`config.mk`:
```
export PLATFORM = sky130hd
export DESIGN_NAME = match_event_logger
export DESIGN_NICKNAME = d
export VERILOG_FILES = /design/src/rtl/match_event_logger.sv
export SDC_FILE = /design/constraint.sdc
export NUM_CORES = 1
export LEC_CHECK = 0
export CORE_ASPECT_RATIO = 0.75
export CORE_MARGIN = 4
export CORE_UTILIZATION = 36
export CTS_CLUSTER_DIAMETER = 100
export CTS_CLUSTER_SIZE = 30
export DETAILED_ROUTE_END_ITERATION = 10
export SLEW_MARGIN = 30
export SYNTH_ARGS = -nofsm -noshare
export SYNTH_HDL_FRONTEND = slang
export SYNTH_SLANG_ARGS = --single-unit
```
`constraint.sdc`:
```
create_clock -name clk -period 2.2 [get_ports clk]
set_clock_uncertainty 0.1 [all_clocks]
set_input_delay 0.33 -clock clk [delete_from_list [all_inputs] [get_ports clk]]
set_output_delay 0.33 -clock clk [all_outputs]
set_load 0.02 [all_outputs]
```
`src/rtl/match_event_logger.sv`:
```
// Counts 101-detector matches, timestamps each with the stream bit index and
// queues timestamps in a show-ahead FIFO. Optional MATCH_EVENT_LOGGER_GAP_EN adds gap tracking.
module match_event_logger #(
  parameter int CNT_W = 8,
  parameter int TS_W  = 16,
  parameter int DEPTH = 4
) (
  input  logic             clk,
  input  logic             clear_n,
  input  logic             en,
  input  logic             z,
  input  logic             rd_en,
  output logic [TS_W-1:0]  ts_data,
  output logic             ts_valid,
  output logic             full,
  output logic [CNT_W-1:0] count,
  output logic             overflow,
  output logic [TS_W-1:0]  gap
);

  localparam int PW = $clog2(DEPTH);
  localparam logic [PW:0]     OCC_ONE  = (PW+1)'(1);
  localparam logic [PW:0]     OCC_FULL = (PW+1)'(DEPTH);
  localparam logic [PW-1:0]   PTR_ONE  = PW'(1);
  localparam logic [TS_W-1:0] TS_ONE   = TS_W'(1);
  localparam logic [CNT_W-1:0] CNT_ONE = CNT_W'(1);
  localparam logic [CNT_W-1:0] CNT_MAX = {CNT_W{1'b1}};

  logic [TS_W-1:0]  bidx_q, bidx_d;
  logic [CNT_W-1:0] count_q, count_d;
  logic             overflow_q, overflow_d;
  logic [PW-1:0]    wptr_q, wptr_d, rptr_q, rptr_d;
  logic [PW:0]      occ_q, occ_d;
  logic [TS_W-1:0]  mem_q [DEPTH];

  logic det, pop, push, is_full, is_empty;

  assign is_full  = (occ_q == OCC_FULL);
  assign is_empty = (occ_q == '0);
  assign det      = en & z;
  assign pop      = rd_en & ~is_empty;
  // A pop on the same edge frees the slot, so a full FIFO can still accept.
  assign push     = det & (~is_full | pop);

  always_comb begin
    bidx_d     = bidx_q;
    count_d    = count_q;
    overflow_d = overflow_q;
    wptr_d     = wptr_q;
    rptr_d     = rptr_q;
    occ_d      = occ_q;
    if (en) bidx_d = bidx_q + TS_ONE;
    if (det && count_q != CNT_MAX) count_d = count_q + CNT_ONE;
    if (det && !push) overflow_d = 1'b1;
    if (push) wptr_d = wptr_q + PTR_ONE;
    if (pop)  rptr_d = rptr_q + PTR_ONE;
    case ({push, pop})
      2'b10:   occ_d = occ_q + OCC_ONE;
      2'b01:   occ_d = occ_q - OCC_ONE;
      default: occ_d = occ_q;
    endcase
  end

  always_ff @(posedge clk or negedge clear_n) begin
    if (!clear_n) begin
      bidx_q     <= '0;
      count_q    <= '0;
      overflow_q <= 1'b0;
      wptr_q     <= '0;
      rptr_q     <= '0;
      occ_q      <= '0;
    end else begin
      bidx_q     <= bidx_d;
      count_q    <= count_d;
      overflow_q <= overflow_d;
      wptr_q     <= wptr_d;
      rptr_q     <= rptr_d;
      occ_q      <= occ_d;
    end
  end

  // Storage needs no reset: the empty flag masks stale contents.
  always_ff @(posedge clk) begin
    if (push) mem_q[wptr_q] <= bidx_q;
  end

  assign ts_data  = is_empty ? '0 : mem_q[rptr_q];
  assign ts_valid = ~is_empty;
  assign full     = is_full;
  assign count    = count_q;
  assign overflow = overflow_q;

`ifdef MATCH_EVENT_LOGGER_GAP_EN
  logic [TS_W-1:0] last_ts_q, last_ts_d, gap_q, gap_d;
  logic            seen_q, seen_d;

  // Modular subtraction gives the right distance across a bidx wrap.
  always_comb begin
    last_ts_d = last_ts_q;
    gap_d     = gap_q;
    seen_d    = seen_q;
    if (det) begin
      last_ts_d = bidx_q;
      seen_d    = 1'b1;
      if (seen_q) gap_d = bidx_q - last_ts_q;
    end
  end

  always_ff @(posedge clk or negedge clear_n) begin
    if (!clear_n) begin
      last_ts_q <= '0;
      gap_q     <= '0;
      seen_q    <= 1'b0;
    end else begin
      last_ts_q <= last_ts_d;
      gap_q     <= gap_d;
      seen_q    <= seen_d;
    end
  end

  assign gap = gap_q;
`else
  assign gap = '0;
`endif

endmodule

```
-- After elaboration in Yosys (flattened, before gate mapping)
Memories as Yosys holds them, arrays and structs flattened.
Index checks and enable logic that the tools add are counted.
- memories kept: 1
- input port bits: 5
- RAM bits: 64
- logic and storage cells: 32
- register bits after elaboration: 32
- output and inout port bits: 43
- bitwise operators: 6
- add/sub/neg operators: 6
- muxes and demuxes: 4
- reduce and logical (&&, ||, !) cells: 5
- equal/unequal tests: 4
- memories (memory ; depth ; bits a word ; rd ports ; clocked after memory_dff ; write ports ; line ; RTL):
    mem_q ; 4 ; 16 ; 1 ; 0 ; 1 ; 34 ; logic [TS_W-1:0] mem_q [DEPTH];
- operator list (kind ; count):
    $add 16x1->16 const B ; 1
    $mux 16 ; 1
    $add 8x1->8 const B ; 1
    $ne 8x8->1 const B ; 1
    $pmux 3 s2 ; 1
    $add 2x1->2 const B ; 2
    $add 3x1->3 const B ; 1
    $and 1x1->1 ; 3
    $eq 3x3->1 const B ; 1
    $logic_not 3->1 ; 1
    $sub 3x1->3 const B ; 1
    $eq 2x1->1 const B ; 1
    $eq 2x2->1 const B ; 1
    $logic_and 1x1->1 ; 2
    $mux 1 ; 2
    $not 1->1 ; 2
    $reduce_bool 2->1 ; 1
    $logic_not 1->1 ; 1
    $or 1x1->1 ; 1

-- Longest topological paths before layout
- word-level depth: 7
- mapped depth: 7

-- Worst setup path before layout
Ideal clock, no wire load.
- path type: register -> register
- from: register occ_q[2]
- to: register occ_q[2]
- setup slack: -0.027 ns
- arrival time: 1.988 ns
- library setup time: 0.139 ns
- cell stages (with the launch flop): 8
- period minus slack after synthesis: 2.227 ns
- cells stage by stage: dfrtp_1 or3_1 clkbuf_1 nand3_1 fa_1 or3_1 o211ai_1 o221ai_1
- longest elaborated chain between the ends: 7
- elaborated cells between the ends (all ways): 13
- RTL lines (what ; line ; RTL):
    start, declared ; 33 ; logic [PW:0] occ_q, occ_d;
    start signal, assigned ; 71 ; occ_q <= '0;
    start signal, assigned ; 78 ; occ_q <= occ_d;
    $logic_not 3->1 * ; 39 ; assign is_empty = (occ_q == '0);
    $not 1->1 * ; n/a ;
    net ts_valid ; 14 ; output logic ts_valid,
    $and 1x1->1 * ; 41 ; assign pop = rd_en & ~is_empty;
    $or 1x1->1 ; 43 ; assign push = det & (~is_full | pop);
    $and 1x1->1 ; 43 ;
    $eq 2x1->1 or $eq 2x2->1 (tied branches) ; 57 ; case ({push, pop})
    $pmux 3 s2 or $reduce_bool 2->1 (tied branches) ; n/a ;
The timed path passes the listed nets; every way through them passes the cells marked *.
A chain may end at the register's enable or synchronous reset.

-- Worst setup path in the final report
- from: register rptr_q[0]
- to: output port ts_data[7]
- longest elaborated chain between the ends: 2
- RTL lines (what ; line ; RTL):
    start, declared ; 32 ; logic [PW-1:0] wptr_q, wptr_d, rptr_q, rptr_d;
    start signal, assigned ; 77 ; rptr_q <= rptr_d;
    $mem_v2 4x16 ; n/a ;
    $mux 16 ; 87 ; assign ts_data = is_empty ? '0 : mem_q[rptr_q];
    end, declared ; 13 ; output logic [TS_W-1:0] ts_data,
Every way passes these cells.

==> results.md <==
* Avg Cell Area, Syn at approximately 16 um^2
* Top Ports at 48
* Drt drc at 0
* Crit share post-route at 101%
* Nets at approximately 340
* Failing checks: negative setup slack
* CP required at ~1.8 ns
* Flop2flop setup slack at around 0.19 ns
* RSZ-0062 raised after global routing: true
* Synth Area in Adders at 2.23%
* PortBufs at 31
* Total grt overflow at 0
* Root Buffer: clkbuf_16
* Count of different cell masters after synthesis at 43
* Layout fillers at around 1,000
* Post-Synthesis Cells at about 270
* Share of cells above drive strength 1 at ~29%
* Peak Freq at ~0.45 GHz
* Clock tree from TritonCTS: yes
* Post-synth EDFFs at 64
* Worst-path fanout max at 7
* Area post-placement at between 4000 and 5000 um^2
* CTS Buf Count at 9
* Fin. max-slew vios at 0
* FF/Latch Area at around 2700 um^2
* Worst EP arrival at ~1.8 ns
* FF+latch count, synth at 96
* Initial Util at 36.9%
* Synth Area in Compound Gates at 2.26%
* Clock sink count at 96
* Chip Width at roughly 130 um
* Vias in the first global route at about 2,200
* Final Hold Viols at 0
* Mux cell area share after synthesis at 10.8%
* First-pass GRT wire length at about 12,000 um
* H-tree levels at 3
* Status: complete, but fails checks
* Async set-reset flop share out of synthesis at 33.3%
* Final min period at 2.22 ns
* Ys flop type: edfxtp_1
* Area of the multi-input gates at between 1000 and 1500 um^2
* Clock slew at reported path FFs at around 0.060 ns
* Largest net degree at the start of global routing at 33
* Drt wl/cell at roughly 15 um
* Crit Path Class: register to output port
* CTS max path bufs at 2
* Final ANT Viol Nets at 0
* Final Hold Slack at 0.301 ns
* FF-to-FF path depth at 8
* Placed Cells at approximately 470
* P_leak at 1.99 nW
* Crit end category: output port
* Core area at ~12,000 um^2
* Max-Cap Viols at 0
* Reg2reg end: occ_q[2]
* Row count at 34
* PwrDens at roughly 1400 nW/um^2
* Total inserted antenna cells at 0
* DRC marker count from the first detailed-route iteration at approximately 230
* Design Area, Final at ~5200 um^2
* # setup viols final at 4
* Die area at 13,700 um^2
* Area growth syn-to-layout at 21.7%
* Post-Synth XOR/XNOR Area at just under 5%
* GP Congestion at around 0.74
* Die Ht at 102 um
* Final setup margin at -0.0160 ns
* Worst hold path class: primary input to async pin
* Dpl hpwl at just under 5000 um
* Largest family of logic cells by synthesized area: multiplexers
* Clock latency at the later pin of the worst-skew pair at approximately 0.33 ns
* Simple-gate share of the synthesized area at about 10%
* Register area share after synthesis at 63.8%
* CP Launch Type: register
* Initial antenna violation count at 0
* Final wirelength at 7470 um
* Worst reg2reg path startpoint: occ_q[1]
* Yosys warning total at 0
* Fin cells at 491
* Vias at between 2,000 and 2,500
* Peak VDD IR at a little under 0.5 mV
* Vias per std cell at 4.56
* GRT Overall Usage at between 10% and 20%
* DR pass1 iterations at 4
* Mapped Area at around 4300 um^2
-- area by class of cell --
class,count,share of cell area [%]
Sequential cell,96,52.5
Tap cell,162,3.91
Multi-Input combinational cell,155,26.1
Clock buffer,9,4.34
Clock inverter,7,1.83
Timing Repair Buffer,56,10.9
Inverter,6,0.434
-- what timing repair did --
item / in CTS / in global routing
hold buffers: 0 / 0
pin swaps: 4 / 3
gates resized for setup: 86 / 20
setup endpoints to repair: 17 / 17
gates cloned: 1 / 0
setup buffers: 3 / 4
-- how the worst max path moves through the flow --
| stage | startpoint | endpoint | cells past startpoint |
|---|---|---|---|
| floorplan | occ_q[2] | occ_q[2] | 7 |
| finish | rptr_q[0] | ts_data[7] | 5 |
| global route | rptr_q[0] | ts_data[4] | 5 |
| CTS | rptr_q[0] | ts_data[6] | 5 |
| global placement | rptr_q[0] | ts_data[2] | 4 |
| detailed placement | rptr_q[0] | ts_data[2] | 4 |
-- sequential cells by signal, summed over array words and instances, names as in the netlist --
signal    cells
count         8
wptr_q        2
mem_q        64
bidx_q       16
overflow      1
occ_q         3
rptr_q        2
-- worst max-delay path, cell delays in order, from the launching register on --
cell	delay (ns)
dfrtp_2	0.41
buf_12	0.14
buf_4	0.11
mux4_2	0.48
and2_1	0.16
buf_2	0.15
-- through the flow --
| stage | total power, mW | setup slack [ns] | util [%] | setup TNS [ns] |
|---|---|---|---|---|
| after floorplan | 4.19 | 0.133 | - | 0 |
| after global placement | 5.20 | -0.0306 | 41.6 | -0.178 |
| after detailed placement | 5.27 | -0.0760 | 41.6 | -0.449 |
| after CTS | 7.01 | -0.0793 | 44.6 | -0.354 |
| after global routing | 7.47 | -0.0757 | 44.8 | -0.493 |
| final | 7.06 | -0.0160 | 44.8 | -0.0408 |
-- power by group --
group	switching [mW]	total [mW]	internal [mW]
logic	1.28	2.75	1.48
clock network	0.654	1.65	0.998
registers	0.314	2.66	2.34
-- layout by cell type, fill, tap and decap left out, types with 6 or more instances in the layout --
cell and n:
buf_6 12, buf_12 6, and2_1 11, buf_2 6, nand2_1 17, ha_1 6, inv_1 6, clkdlybuf4s50_1 13
clkbuf_16 9, mux4_2 13, edfxtp_1 64, nor2_1 7, xor2_1 6, nand3_1 10, dfrtp_1 31, and2_4 11
buf_4 17, conb_1 16, xnor2_1 16
-- layer usage --
layer	routed length [um]	GRT usage (%)	share of wire, %
met5	0	0	0
met4	52	2.85	0.70
met3	213	3.54	2.8
met2	3510	17.4	47
met1	3700	16.5	50
-- synth_stat cells (3+ instances only) --
cell	n	share of area, %
buf_4	17	3.0
mux4_1	8	4.9
and2_1	21	3.1
ha_1	6	1.8
xnor2_1	16	3.3
nand4_2	3	0.88
inv_1	6	0.53
nor2_1	7	0.62
mux2_2	3	0.79
nand4_1	4	0.59
nand2_1	17	1.5
nand3_1	10	1.2
xor2_1	6	1.2
nor3_2	4	0.94
edfxtp_1	64	45
dfrtp_1	32	19
buf_2	3	0.35
mux4_2	8	4.2
a21oi_1	4	0.47
-- logic make-up after synthesis --
kind of cell / after synthesis
adder cells (fa/ha/maj): 7
buffers and inverters: 33
other: 1
flip-flops: 96
XOR/XNOR: 23
AO/OA/AOI/OAI: 14
multiplexers: 22
AND/OR/NAND/NOR: 73
Power figures use the tool's default switching activity.
